[src/rtl/fir_ctrl_pkg.sv]
// Shared definitions for the FIR sequencer/configurator.
//   state_t    : job sequencing states
//   FIFO_DEPTH : depth of the result buffer, which is also the credit limit
//   MAX_LEN    : largest output length the 16-bit counters can represent
package fir_ctrl_pkg;

  typedef enum logic [2:0] {
    IDLE,
    CONFIG,
    RUN,
    DRAIN,
    FLUSH
  } state_t;

  localparam int FIFO_DEPTH = 2;

  localparam logic [15:0] MAX_LEN = 16'hFFFF;

endpackage

[src/rtl/fir_res_fifo.sv]
// Two-entry first-word-fall-through FIFO that buffers filter results.
//   i_clk, i_reset : clock, synchronous active-high reset
//   wr_en, wr_data : push one result
//   rd_en          : pop the head (ignored while empty)
//   rd_data        : head entry, valid while rd_valid is high
//   rd_valid       : FIFO not empty
//   count          : current occupancy, 0..FIFO_DEPTH
module fir_res_fifo
  import fir_ctrl_pkg::*;
#(
  parameter int W = 31
) (
  input  logic         i_clk,
  input  logic         i_reset,
  input  logic         wr_en,
  input  logic [W-1:0] wr_data,
  input  logic         rd_en,
  output logic [W-1:0] rd_data,
  output logic         rd_valid,
  output logic [1:0]   count
);

  localparam logic [1:0] FULL = 2'(FIFO_DEPTH);

  logic [W-1:0] head_q;
  logic [W-1:0] tail_q;
  logic         do_rd;
  logic         do_wr;

  assign do_rd = rd_en && (count != 2'd0);
  // A push into a full FIFO is allowed only when the head leaves in the same cycle.
  assign do_wr = wr_en && ((count != FULL) || do_rd);

  always_ff @(posedge i_clk) begin
    if (i_reset) begin
      count  <= 2'd0;
      // NOTE: the two storage words are reset as well; with only two entries this
      // is cheap and keeps rd_data at 0 instead of X straight after reset.
      head_q <= '0;
      tail_q <= '0;
    end else begin
      // NOTE: every register in a clocked block is assigned with <= so all of them
      // update together from the pre-edge values.
      unique case ({do_wr, do_rd})
        2'b10: begin
          if (count == 2'd0) head_q <= wr_data;
          else               tail_q <= wr_data;
          count <= count + 2'd1;
        end
        2'b01: begin
          head_q <= tail_q;
          count  <= count - 2'd1;
        end
        2'b11: begin
          if (count == 2'd1) begin
            head_q <= wr_data;
          end else begin
            head_q <= tail_q;
            tail_q <= wr_data;
          end
        end
        default: ;
      endcase
    end
  end

  assign rd_data  = head_q;
  assign rd_valid = (count != 2'd0);

endmodule

[src/rtl/fir_seq_ctrl.sv]
// Sequencer/configurator for one FIR datapath instance.
// Holds a shadow tap bank; per job it loads taps/ntaps/output length into the
// filter, clears its delay line, streams in_len samples followed by ntaps-1
// zeros, and returns in_len+ntaps-1 results on a backpressured stream.
//   i_clk, i_reset          : clock, synchronous active-high reset
//   i_cfg_tap_*             : shadow tap write (IDLE only, idx 0..NTAPS)
//   i_cfg_ntaps, i_cfg_in_len, i_start : job configuration and start pulse
//   o_busy, o_done, o_err   : job status (o_err sticky on illegal start)
//   s_valid/s_data/s_ready  : input sample stream
//   m_valid/m_data/m_ready  : result stream
//   o_fir_*                 : filter control; i_fir_result arrives one cycle after o_fir_ce
module fir_seq_ctrl
  import fir_ctrl_pkg::*;
#(
  parameter int NTAPS = 8,
  parameter int IW    = 12,
  parameter int TW    = 12,
  parameter int OW    = 31
) (
  input  logic                    i_clk,
  input  logic                    i_reset,
  input  logic                    i_cfg_tap_we,
  input  logic [3:0]              i_cfg_tap_idx,
  input  logic [TW-1:0]           i_cfg_tap_data,
  input  logic [3:0]              i_cfg_ntaps,
  input  logic [15:0]             i_cfg_in_len,
  input  logic                    i_start,
  output logic                    o_busy,
  output logic                    o_done,
  output logic                    o_err,
  input  logic                    s_valid,
  input  logic [IW-1:0]           s_data,
  output logic                    s_ready,
  output logic                    m_valid,
  output logic [OW-1:0]           m_data,
  input  logic                    m_ready,
  output logic                    o_fir_reset,
  output logic                    o_fir_ce,
  output logic [IW-1:0]           o_fir_sample,
  output logic                    o_fir_tap_wr,
  output logic [NTAPS:0][TW-1:0]  o_fir_new_tap,
  output logic [3:0]              o_fir_ntaps,
  output logic                    o_fir_ntaps_en,
  output logic [15:0]             o_fir_output_lenght,
  input  logic [OW-1:0]           i_fir_result
);

  localparam logic [3:0] NTAPS_L = 4'(NTAPS);

  state_t      state;
  logic [15:0] in_len_q;
  logic [15:0] in_cnt;
  logic [3:0]  drain_left;
  logic        pend;          // a ce was issued last cycle; its result lands this cycle
  logic [1:0]  fifo_count;
  logic [2:0]  owed;
  logic        pop;
  logic        slot;
  logic        run_fire;
  logic        drain_fire;
  logic        flush_done;
  logic [16:0] len_sum;
  logic        start_ok;

  // Legality of a start request; the 17-bit sum catches lengths beyond 16 bits.
  assign len_sum  = {1'b0, i_cfg_in_len} + {13'd0, i_cfg_ntaps} - 17'd1;
  assign start_ok = (i_cfg_ntaps != 4'd0) && (i_cfg_ntaps <= NTAPS_L) &&
                    (i_cfg_in_len != 16'd0) && (len_sum <= {1'b0, MAX_LEN});

  // Credit: results owed = buffered + in flight, capped at the FIFO depth.
  // A pop this cycle frees a place for the result of a ce issued now.
  assign pop  = m_valid && m_ready;
  assign owed = {1'b0, fifo_count} + {2'b00, pend};
  assign slot = (owed < 3'(FIFO_DEPTH)) || pop;

  assign run_fire   = (state == RUN) && s_valid && slot;
  assign drain_fire = (state == DRAIN) && (drain_left != 4'd0) && slot;
  assign flush_done = (state == FLUSH) && !pend &&
                      ((fifo_count == 2'd0) || ((fifo_count == 2'd1) && pop));

  // Handshake-dependent outputs must follow the same-cycle stream state, so they
  // are decoded combinationally from registered state and live inputs.
  always_comb begin
    // NOTE: every signal gets a default before any branch so no latch is inferred.
    s_ready      = 1'b0;
    o_fir_ce     = 1'b0;
    o_fir_sample = '0;
    if (state == RUN) begin
      s_ready      = slot;
      o_fir_ce     = run_fire;
      o_fir_sample = s_data;
    end else if (state == DRAIN) begin
      o_fir_ce = drain_fire;
    end
  end

  always_ff @(posedge i_clk) begin
    if (i_reset) begin
      state               <= IDLE;
      o_busy              <= 1'b0;
      o_done              <= 1'b0;
      o_err               <= 1'b0;
      o_fir_reset         <= 1'b0;
      o_fir_tap_wr        <= 1'b0;
      o_fir_ntaps_en      <= 1'b0;
      o_fir_ntaps         <= 4'd0;
      o_fir_output_lenght <= 16'd0;
      o_fir_new_tap       <= '0;
      in_len_q            <= 16'd0;
      in_cnt              <= 16'd0;
      drain_left          <= 4'd0;
      pend                <= 1'b0;
    end else begin
      o_fir_reset    <= 1'b0;
      o_fir_tap_wr   <= 1'b0;
      o_fir_ntaps_en <= 1'b0;
      o_done         <= 1'b0;
      pend           <= o_fir_ce;

      unique case (state)
        IDLE: begin
          // The shadow bank drives the filter directly, so a write in the start
          // cycle is already visible when the CONFIG strobes fire.
          if (i_cfg_tap_we && (i_cfg_tap_idx <= NTAPS_L)) begin
            o_fir_new_tap[i_cfg_tap_idx] <= i_cfg_tap_data;
          end
          if (i_start) begin
            if (start_ok) begin
              o_fir_ntaps         <= i_cfg_ntaps;
              o_fir_output_lenght <= len_sum[15:0];
              in_len_q            <= i_cfg_in_len;
              o_err               <= 1'b0;
              o_busy              <= 1'b1;
              o_fir_reset         <= 1'b1;
              o_fir_tap_wr        <= 1'b1;
              o_fir_ntaps_en      <= 1'b1;
              state               <= CONFIG;
            end else begin
              o_err <= 1'b1;
            end
          end
        end

        CONFIG: begin
          in_cnt     <= 16'd0;
          drain_left <= o_fir_ntaps - 4'd1;
          state      <= RUN;
        end

        RUN: begin
          if (run_fire) begin
            in_cnt <= in_cnt + 16'd1;
            if (in_cnt == in_len_q - 16'd1) state <= DRAIN;
          end
        end

        DRAIN: begin
          if (drain_left == 4'd0) begin
            state <= FLUSH;
          end else if (drain_fire) begin
            drain_left <= drain_left - 4'd1;
            if (drain_left == 4'd1) state <= FLUSH;
          end
        end

        FLUSH: begin
          if (flush_done) begin
            o_done <= 1'b1;
            o_busy <= 1'b0;
            state  <= IDLE;
          end
        end

        default: state <= IDLE;
      endcase
    end
  end

  fir_res_fifo #(.W(OW)) u_res_fifo (
    .i_clk    (i_clk),
    .i_reset  (i_reset),
    .wr_en    (pend),
    .wr_data  (i_fir_result),
    .rd_en    (m_ready),
    .rd_data  (m_data),
    .rd_valid (m_valid),
    .count    (fifo_count)
  );

endmodule

[config.mk]
export PLATFORM = sky130hd
export DESIGN_NAME = fir_seq_ctrl
export DESIGN_NICKNAME = d
export VERILOG_FILES = /design/src/rtl/fir_ctrl_pkg.sv /design/src/rtl/fir_res_fifo.sv /design/src/rtl/fir_seq_ctrl.sv
export SDC_FILE = /design/constraint.sdc
export NUM_CORES = 1
export LEC_CHECK = 0
export CORE_AREA = 2 2 194 196
export CTS_CLUSTER_DIAMETER = 30
export DETAILED_ROUTE_END_ITERATION = 10
export DIE_AREA = 0 0 196 198
export SLEW_MARGIN = 25
export SYNTH_ARGS = -nofsm -noshare
export SYNTH_HDL_FRONTEND = slang
export SYNTH_SLANG_ARGS = --single-unit
[constraint.sdc]
create_clock -name i_clk -period 3.36 [get_ports i_clk]
set_input_delay 0.672 -clock i_clk [delete_from_list [all_inputs] [get_ports i_clk]]
set_output_delay 0.672 -clock i_clk [all_outputs]
set_load 0.01 [all_outputs]
== Word-level counts from Yosys, hierarchy flattened ==
Cells that the tools add are included.
Word-level totals
  output and inout port bits: 180
  bits in latches: 0
  memories kept: 0
  bits in read-only memories: 0
  bits in writable memories: 0
  bits in registers: 236
Operators by class
  equal/unequal tests: 23
  multipliers: 0
  add/sub/neg operators: 9
  muxes and demuxes: 35
  order comparisons: 6
  reduce and logical (&&, ||, !) cells: 42
  div/mod/pow operators: 0
  bitwise gates (word level): 3
  shift-type cells: 0
Operators with widths (count)
  31-bit two-way mux: 4
  108-bit bitwise mux: 1
  31-bit case mux with 3 select lines: 1
  31-bit case mux with 2 select lines: 1
  12-bit demux with 4-bit select: 1
  16-bit case mux with 2 select lines: 1
  12-bit two-way mux: 2
  3-bit two-way mux: 8
  2-bit != test (second input constant): 10
  16-bit by 4-bit adder with 17-bit output: 1
  17-bit by 16-bit less-or-equal comparator with 1-bit output (second input constant): 1
  17-bit by 1-bit subtractor with 17-bit output (second input constant): 1
  16-bit by 1-bit adder with 16-bit output (second input constant): 1
  16-bit == test: 1
  16-bit two-way mux: 1
  16-bit nonzero test: 1
  16-bit by 1-bit subtractor with 16-bit output (second input constant): 1
  3-bit case mux with 5 select lines: 1
  1-bit logical AND: 14
  2-bit nonzero test: 6
  1-bit two-way mux: 9
  3-bit AND reduction: 3
  4-bit less-or-equal comparator (second input constant): 2
  4-bit two-way mux: 2
  other kinds (32): 44

== Depth between registers and ports, before layout ==
  word-level depth: 7
  depth in mapped cells: 13

== Modules after synthesis ==
From an unflattened synthesis, not the netlist that was laid out.
Unflattened totals
  cells, all modules: 1269
  area total of the unflattened synthesis: 10894.2 um^2
By module, submodules not included
  fir_seq_ctrl: cells each 973, area each 8202.9 um^2, times used 1
  fir_res_fifo: cells each 296, area each 2691.3 um^2, times used 1

== Worst setup path before layout ==
OpenSTA, ideal clock, no wires.
  kind: input to register
  from: input port i_cfg_ntaps[2]
  to: register in_len_q[10]
  data arrival time: 2.890 ns
  data required time: 3.228 ns
  slack: 0.337 ns
  buffers on the path: 2
  library setup time: 0.132 ns
  stages on the path: 13
  cell sequence: inv_1 ha_1 inv_1 ha_1 a211o_1 a21oi_1 o31ai_2 and2_4 or3_4 buf_6 buf_2 nand3_1 a21oi_1
Between the ends
  word-level cells in the longest chain between the ends: 5
Ends and longest elaborated chain
  from (decl): RTL line fir_seq_ctrl.sv:25  | input logic [3:0] i_cfg_ntaps,
  16-bit by 4-bit adder with 17-bit output (tied with other cells): RTL line fir_seq_ctrl.sv:66  | assign len_sum = {1'b0, i_cfg_in_len} + {13'd0, i_cfg_ntaps} - 17'd1;
  17-bit by 1-bit subtractor with 17-bit output / 1-bit logical AND (equally long branches): RTL line fir_seq_ctrl.sv:66, fir_seq_ctrl.sv:67
  17-bit by 16-bit less-or-equal comparator with 1-bit output / 1-bit logical AND (equally long branches): RTL line fir_seq_ctrl.sv:68, fir_seq_ctrl.sv:67
  1-bit logical AND (*): RTL line fir_seq_ctrl.sv:68  | (i_cfg_in_len != 16'd0) && (len_sum <= {1'b0, MAX_LEN});
  3-bit AND reduction (no source line) (*)
  to (signal assigned): RTL line fir_seq_ctrl.sv:131  | in_len_q <= i_cfg_in_len;
  to (decl): RTL line fir_seq_ctrl.sv:51  | logic [15:0] in_len_q;
Every way passes the cells marked *; elsewhere a longest branch is shown, timed or not.
A chain may end at the register's enable or synchronous reset.

== Worst setup path after layout ==
  from: register state[2]
  to: output port o_fir_ce
Between the ends
  word-level cells in the longest chain between the ends: 5
Ends and longest elaborated chain
  from (decl): RTL line fir_seq_ctrl.sv:50  | state_t state;
  from (signal assigned): RTL line fir_seq_ctrl.sv:99  | state <= IDLE;
  from (signal assigned): RTL line fir_seq_ctrl.sv:137  | state <= CONFIG;
  from (signal assigned): RTL line fir_seq_ctrl.sv:147  | state <= RUN;
  3-bit by 2-bit == test with 1-bit output: RTL line fir_seq_ctrl.sv:77, fir_seq_ctrl.sv:92
  1-bit logical AND (2 in a row): RTL line fir_seq_ctrl.sv:77  | assign drain_fire = (state == DRAIN) && (drain_left != 4'd0) && slot;
  1-bit two-way mux: RTL line fir_seq_ctrl.sv:92  | end else if (state == DRAIN) begin
  1-bit two-way mux (*): RTL line fir_seq_ctrl.sv:88  | if (state == RUN) begin
  to (decl): RTL line fir_seq_ctrl.sv:38  | output logic o_fir_ce,
Marked as above.

==> results list <==
* Run status: finished, final reports clean
* RSZ-0062 raised after global routing: no
* Leakage power of the design: approximately 6.5 nW
* Effective utilization at floorplan: 29.49%
- The most used flip-flop cell after synthesis is sky130_fd_sc_hd__dfxtp_1.
- Area inside the core boundary: 36,960 µm²
- Setup slack closes at 199.6 ps.
- The congestion estimate from routability-driven global placement came to roughly 0.84.
- Pin placement for this block handled 265 I/O pins.
* Final std cells w/o fill: 2,127
* Startpoint of the worst hold path: i_reset
- Crit path max fanout: 15
* Layout net count: 1,725
* Clock buffers created by TritonCTS: 60
- Once placement completed, the tool counted placed cells totaling 2,018.
- Relative to the synthesized area, the layout overhead comes to 50.75%.
- Row generation in the floorplan step produced 71 rows.
* Pins Over Slew Limit: 0
* Path class of the lowest-slack min-delay path: primary input to flop
* Endpoint class of the critical path: output pin
* TritonCTS sink count: 236
- Before CTS, the worst setup slack after placement is -283.1 ps.
- Setup violations remaining at the end of the flow were counted as 0.
* Synthesized instance count: between 1,000 and 1,500
- Worst setup path startpoint: state[2]$_SDFFE_PP0P_
* Via count of the first global-routing pass: 9,707
- Critical-path cell list: nor2_1, buf_4, and2_1, nand2_1, a21oi_1, clkdlybuf4s50_1
- Count of cell instances traversed by the critical path: 6
- After global routing the overflow that remains totals 0.
- For the worst-skew pair, the clock arrives at the later sink with an insertion delay of between 500 and 600 ps.
- The startpoint identified for the worst register-to-register timing path is state[2]$_SDFFE_PP0P_.
- The initial antenna violation count is 0.
- GRT Overall Usage: 16.94%
- Fill cells: roughly 3,600
* Skew final: 20.00 ps
- Post-layout utilization of the core: 44.46%
- Clock tree from TritonCTS: done
* Die footprint: 38,810 µm²
- After clock tree synthesis, the clock-pin slew on the worst setup and hold paths is 40 ps.
* DR DRC count: 0
- For flop-to-flop paths, the worst setup slack is 470 ps.
- Netlist area before placement: about 11,000 µm²
- A synthesized cell averages roughly 8.4 µm².
* CP peak stage delay: slightly above 600 ps
- For the pin with the worst max-slew slack, the measured transition is between 700 and 800 ps.
* Count of synthesis-stage warnings from yosys: 0
- Power spread over the standard cell area amounts to 680.4 nW/µm².
* Data arrival time of the worst path: 2490 ps
* Buffers & Inverters on Critical Path: 2
* Slew Limit Headroom: 50.09%
- Number of synthesized flops with an enable pin: 0
- Global-route wire length before repair: 52,550 µm
- Cells with a size suffix above 1 make up 12.34% of the layout.
- The number of antenna diodes in the final layout is 0.
* Sequential-to-total area share from yosys stat: 43.35%
* Setup Total Neg Slack: 0 ps
- Level count of the clock H-tree: 2
- Number of buffers inserted by hold repair at cts: 0
- Violation count after the first detailed-route iteration: 474
- Worst Path Class, Setup: flop to output pin
- Total Power: 0.01118 W
- Counting cells, the worst reg-to-reg path comes to 6.
* Synth Net Count: 1,417
* Final antenna-violating net count: 0
- Final period demand of the worst path: 3160 ps
- The endpoint identified for the worst register-to-register timing path is o_fir_new_tap[75]$_SDFFE_PP0P_.
- Detailed-route via count: roughly 10,000
- Number of buffers inserted by port buffering: about 260
- Top delay family on crit path: buffers and inverters
- Count of cell types in the netlist: 64
- The tree is rooted in a sky130_fd_sc_hd__clkbuf_16.
- In the final routed layout, each cell accounts on average for about 16 µm.
- The largest individual stage delay along the critical path comes from the cell sky130_fd_sc_hd__clkdlybuf4s50_1.
- Die Y: 198 µm
* First-pass detailed-route iteration total: 5
- Clock Tree Buf Depth: 3
- Number of max-cap violations: 0
* Worst ir drop on vdd: slightly below 0.4 mV
- Share of flip-flops with an asynchronous set or reset after synthesis: 0%
- Largest net degree at the start of global routing: 143
* Required time of the critical path: 2690 ps
* Die boundary width: 196 µm
- Critical path capture point: o_fir_ce
- Critical path launch point type: flop
- Summed over all layers, the routed wires come to 33,490 µm.
* Share of the cycle needed by the critical path after routing: between 90% and 100%
- Detailed placement finished with a half-perimeter wire length of 23,540 µm.
- After synthesis the netlist holds a flip-flop and latch count of 236.
- Final Hold Vio Count: 0
- Average vias per placed instance: 4.718
- Based on the critical path, the design can be clocked at up to 316.4 MHz.
power by group:
part / switching, W / total (W) / internal (W)
sequential: 0.000184 / 0.00322 / 0.00304
combinational: 0.00113 / 0.00218 / 0.00105
clock: 0.00171 / 0.00578 / 0.00407
state kept, by name, summed over array words and instances (netlist names):
name,count
pend,1
o_err,1
o_fir_ntaps_en,1
state,3
o_fir_ntaps,4
drain_left,4
o_done,1
o_fir_new_tap,108
u_res_fifo.tail_q,31
u_res_fifo.count,2
o_busy,1
o_fir_output_lenght,16
u_res_fifo.rd_data,31
in_len_q,16
in_cnt,16
layer usage:
metal  share of wire (%)  global-route usage (%)  wire [µm]  up-vias
met2                  46                   27.13      15290      285
met3                 7.4                   5.604       2489       55
met1                  45                   21.30      14960     4630
met5                   0                       0          0        -
met4                 2.3                   6.004        757        0
li1                    -                       -          -     5066
worst min-delay path by stage:
stage	endpoint	slack (ps)	depth (start not counted)
after floorplan	u_res_fifo.tail_q[0]$_SDFFE_PP0P_	440	2
after global placement	o_fir_new_tap[47]$_SDFFE_PP0P_	440	2
after detailed placement	o_fir_new_tap[88]$_SDFFE_PP0P_	450	2
after CTS	in_cnt[0]$_SDFFE_PP0P_	400	2
after global routing	u_res_fifo.count[0]$_SDFFE_PP0P_	420	2
final	in_cnt[0]$_SDFFE_PP0P_	430	2
cells by family after synthesis:
group,count (synthesis),share of synthesized area (%)
buffers and inverters,146,5.556
XOR/XNOR,50,4.018
AO/OA/AOI/OAI,254,14.12
multiplexers,100,9.195
AND/OR/NAND/NOR,478,19.79
adder cells (fa/ha/maj),34,3.972
flip-flops,236,43.35
worst register-to-register path, cell delays in order, from the launching register on:
cell	delay [ps]
sky130_fd_sc_hd__dfxtp_1	460
sky130_fd_sc_hd__nor3_4	470
sky130_fd_sc_hd__nand2_1	220
sky130_fd_sc_hd__nor3b_1	540
sky130_fd_sc_hd__nand3b_1	640
sky130_fd_sc_hd__mux2i_1	350
sky130_fd_sc_hd__nor2_1	60
stage by stage:
step / hold slack (ps) / instance area (µm²)
final: 430.2 / 16430
after global routing: 422.2 / 16430
after CTS: 403.3 / 16420
after detailed placement: 445.9 / 14350
after global placement: 440.5 / 14350
after floorplan: 435.7 / 10900
cell usage after synthesis, types with 2 or more instances:
library cell | n | area (µm²)
sky130_fd_sc_hd__xor2_1 | 14 | 122.6
sky130_fd_sc_hd__inv_1 | 50 | 187.7
sky130_fd_sc_hd__o22ai_1 | 3 | 18.77
sky130_fd_sc_hd__nand2_1 | 187 | 701.9
sky130_fd_sc_hd__buf_6 | 2 | 22.52
sky130_fd_sc_hd__nand3b_1 | 5 | 37.54
sky130_fd_sc_hd__buf_1 | 4 | 15.01
sky130_fd_sc_hd__nand2b_1 | 7 | 43.79
sky130_fd_sc_hd__o2111ai_2 | 2 | 30.03
sky130_fd_sc_hd__nor2_1 | 147 | 551.8
sky130_fd_sc_hd__nand4_1 | 9 | 56.30
sky130_fd_sc_hd__ha_1 | 33 | 412.9
sky130_fd_sc_hd__nor4_1 | 3 | 18.77
sky130_fd_sc_hd__dfxtp_1 | 236 | 4725
sky130_fd_sc_hd__or2_2 | 2 | 12.51
sky130_fd_sc_hd__buf_4 | 7 | 52.55
sky130_fd_sc_hd__buf_2 | 11 | 55.05
sky130_fd_sc_hd__clkbuf_1 | 70 | 262.8
sky130_fd_sc_hd__a31oi_1 | 4 | 25.02
sky130_fd_sc_hd__a21oi_1 | 133 | 665.6
sky130_fd_sc_hd__a311oi_1 | 2 | 17.52
sky130_fd_sc_hd__nor3b_2 | 3 | 37.54
sky130_fd_sc_hd__o31ai_1 | 3 | 22.52
sky130_fd_sc_hd__clkbuf_2 | 2 | 10.01
sky130_fd_sc_hd__mux2i_1 | 99 | 991.0
sky130_fd_sc_hd__o21a_1 | 2 | 15.01
sky130_fd_sc_hd__o21ai_0 | 37 | 185.2
sky130_fd_sc_hd__nor3_1 | 24 | 120.1
sky130_fd_sc_hd__and4_1 | 2 | 17.52
sky130_fd_sc_hd__o21bai_1 | 3 | 22.52
sky130_fd_sc_hd__and2_1 | 4 | 25.02
sky130_fd_sc_hd__and3_1 | 15 | 93.84
sky130_fd_sc_hd__nor3_4 | 2 | 32.53
sky130_fd_sc_hd__nand3_1 | 45 | 225.2
sky130_fd_sc_hd__a211oi_1 | 46 | 345.3
sky130_fd_sc_hd__o211ai_1 | 2 | 15.01
sky130_fd_sc_hd__nor2b_1 | 11 | 68.82
sky130_fd_sc_hd__a21o_1 | 3 | 22.52
sky130_fd_sc_hd__xnor2_1 | 36 | 315.3
sky130_fd_sc_hd__or3_1 | 4 | 25.02
cell usage in the layout (no fill, tap or decap), types with 36 or more instances in the layout:
| cell type | n |
|---|---|
| sky130_fd_sc_hd__clkdlybuf4s50_1 | 263 |
| sky130_fd_sc_hd__dfxtp_1 | 234 |
| sky130_fd_sc_hd__nand2_1 | 185 |
| sky130_fd_sc_hd__nor2_1 | 147 |
| sky130_fd_sc_hd__a21oi_1 | 133 |
| sky130_fd_sc_hd__mux2i_1 | 99 |
| sky130_fd_sc_hd__buf_4 | 75 |
| sky130_fd_sc_hd__clkbuf_16 | 60 |
| sky130_fd_sc_hd__inv_1 | 50 |
| sky130_fd_sc_hd__a211oi_1 | 46 |
| sky130_fd_sc_hd__nand3_1 | 45 |
| sky130_fd_sc_hd__o21ai_0 | 37 |
| sky130_fd_sc_hd__xnor2_1 | 36 |
area by class of cell:
cell class	count	area, µm²	area share, %
well taps	474	593.1	3.609
multi-input cells	916	5585	33.99
clock buffers	82	1684	10.25
inverters	50	187.7	1.142
flip-flops and latches	236	4727	28.77
clock inverters	27	386.6	2.353
repair buffers	342	3267	19.88
timing repair:
item,in CTS,in global routing
buffers inserted,0,0
gates resized for setup,0,3
setup endpoints to repair,0,2
Power figures use the tool's default switching activity.
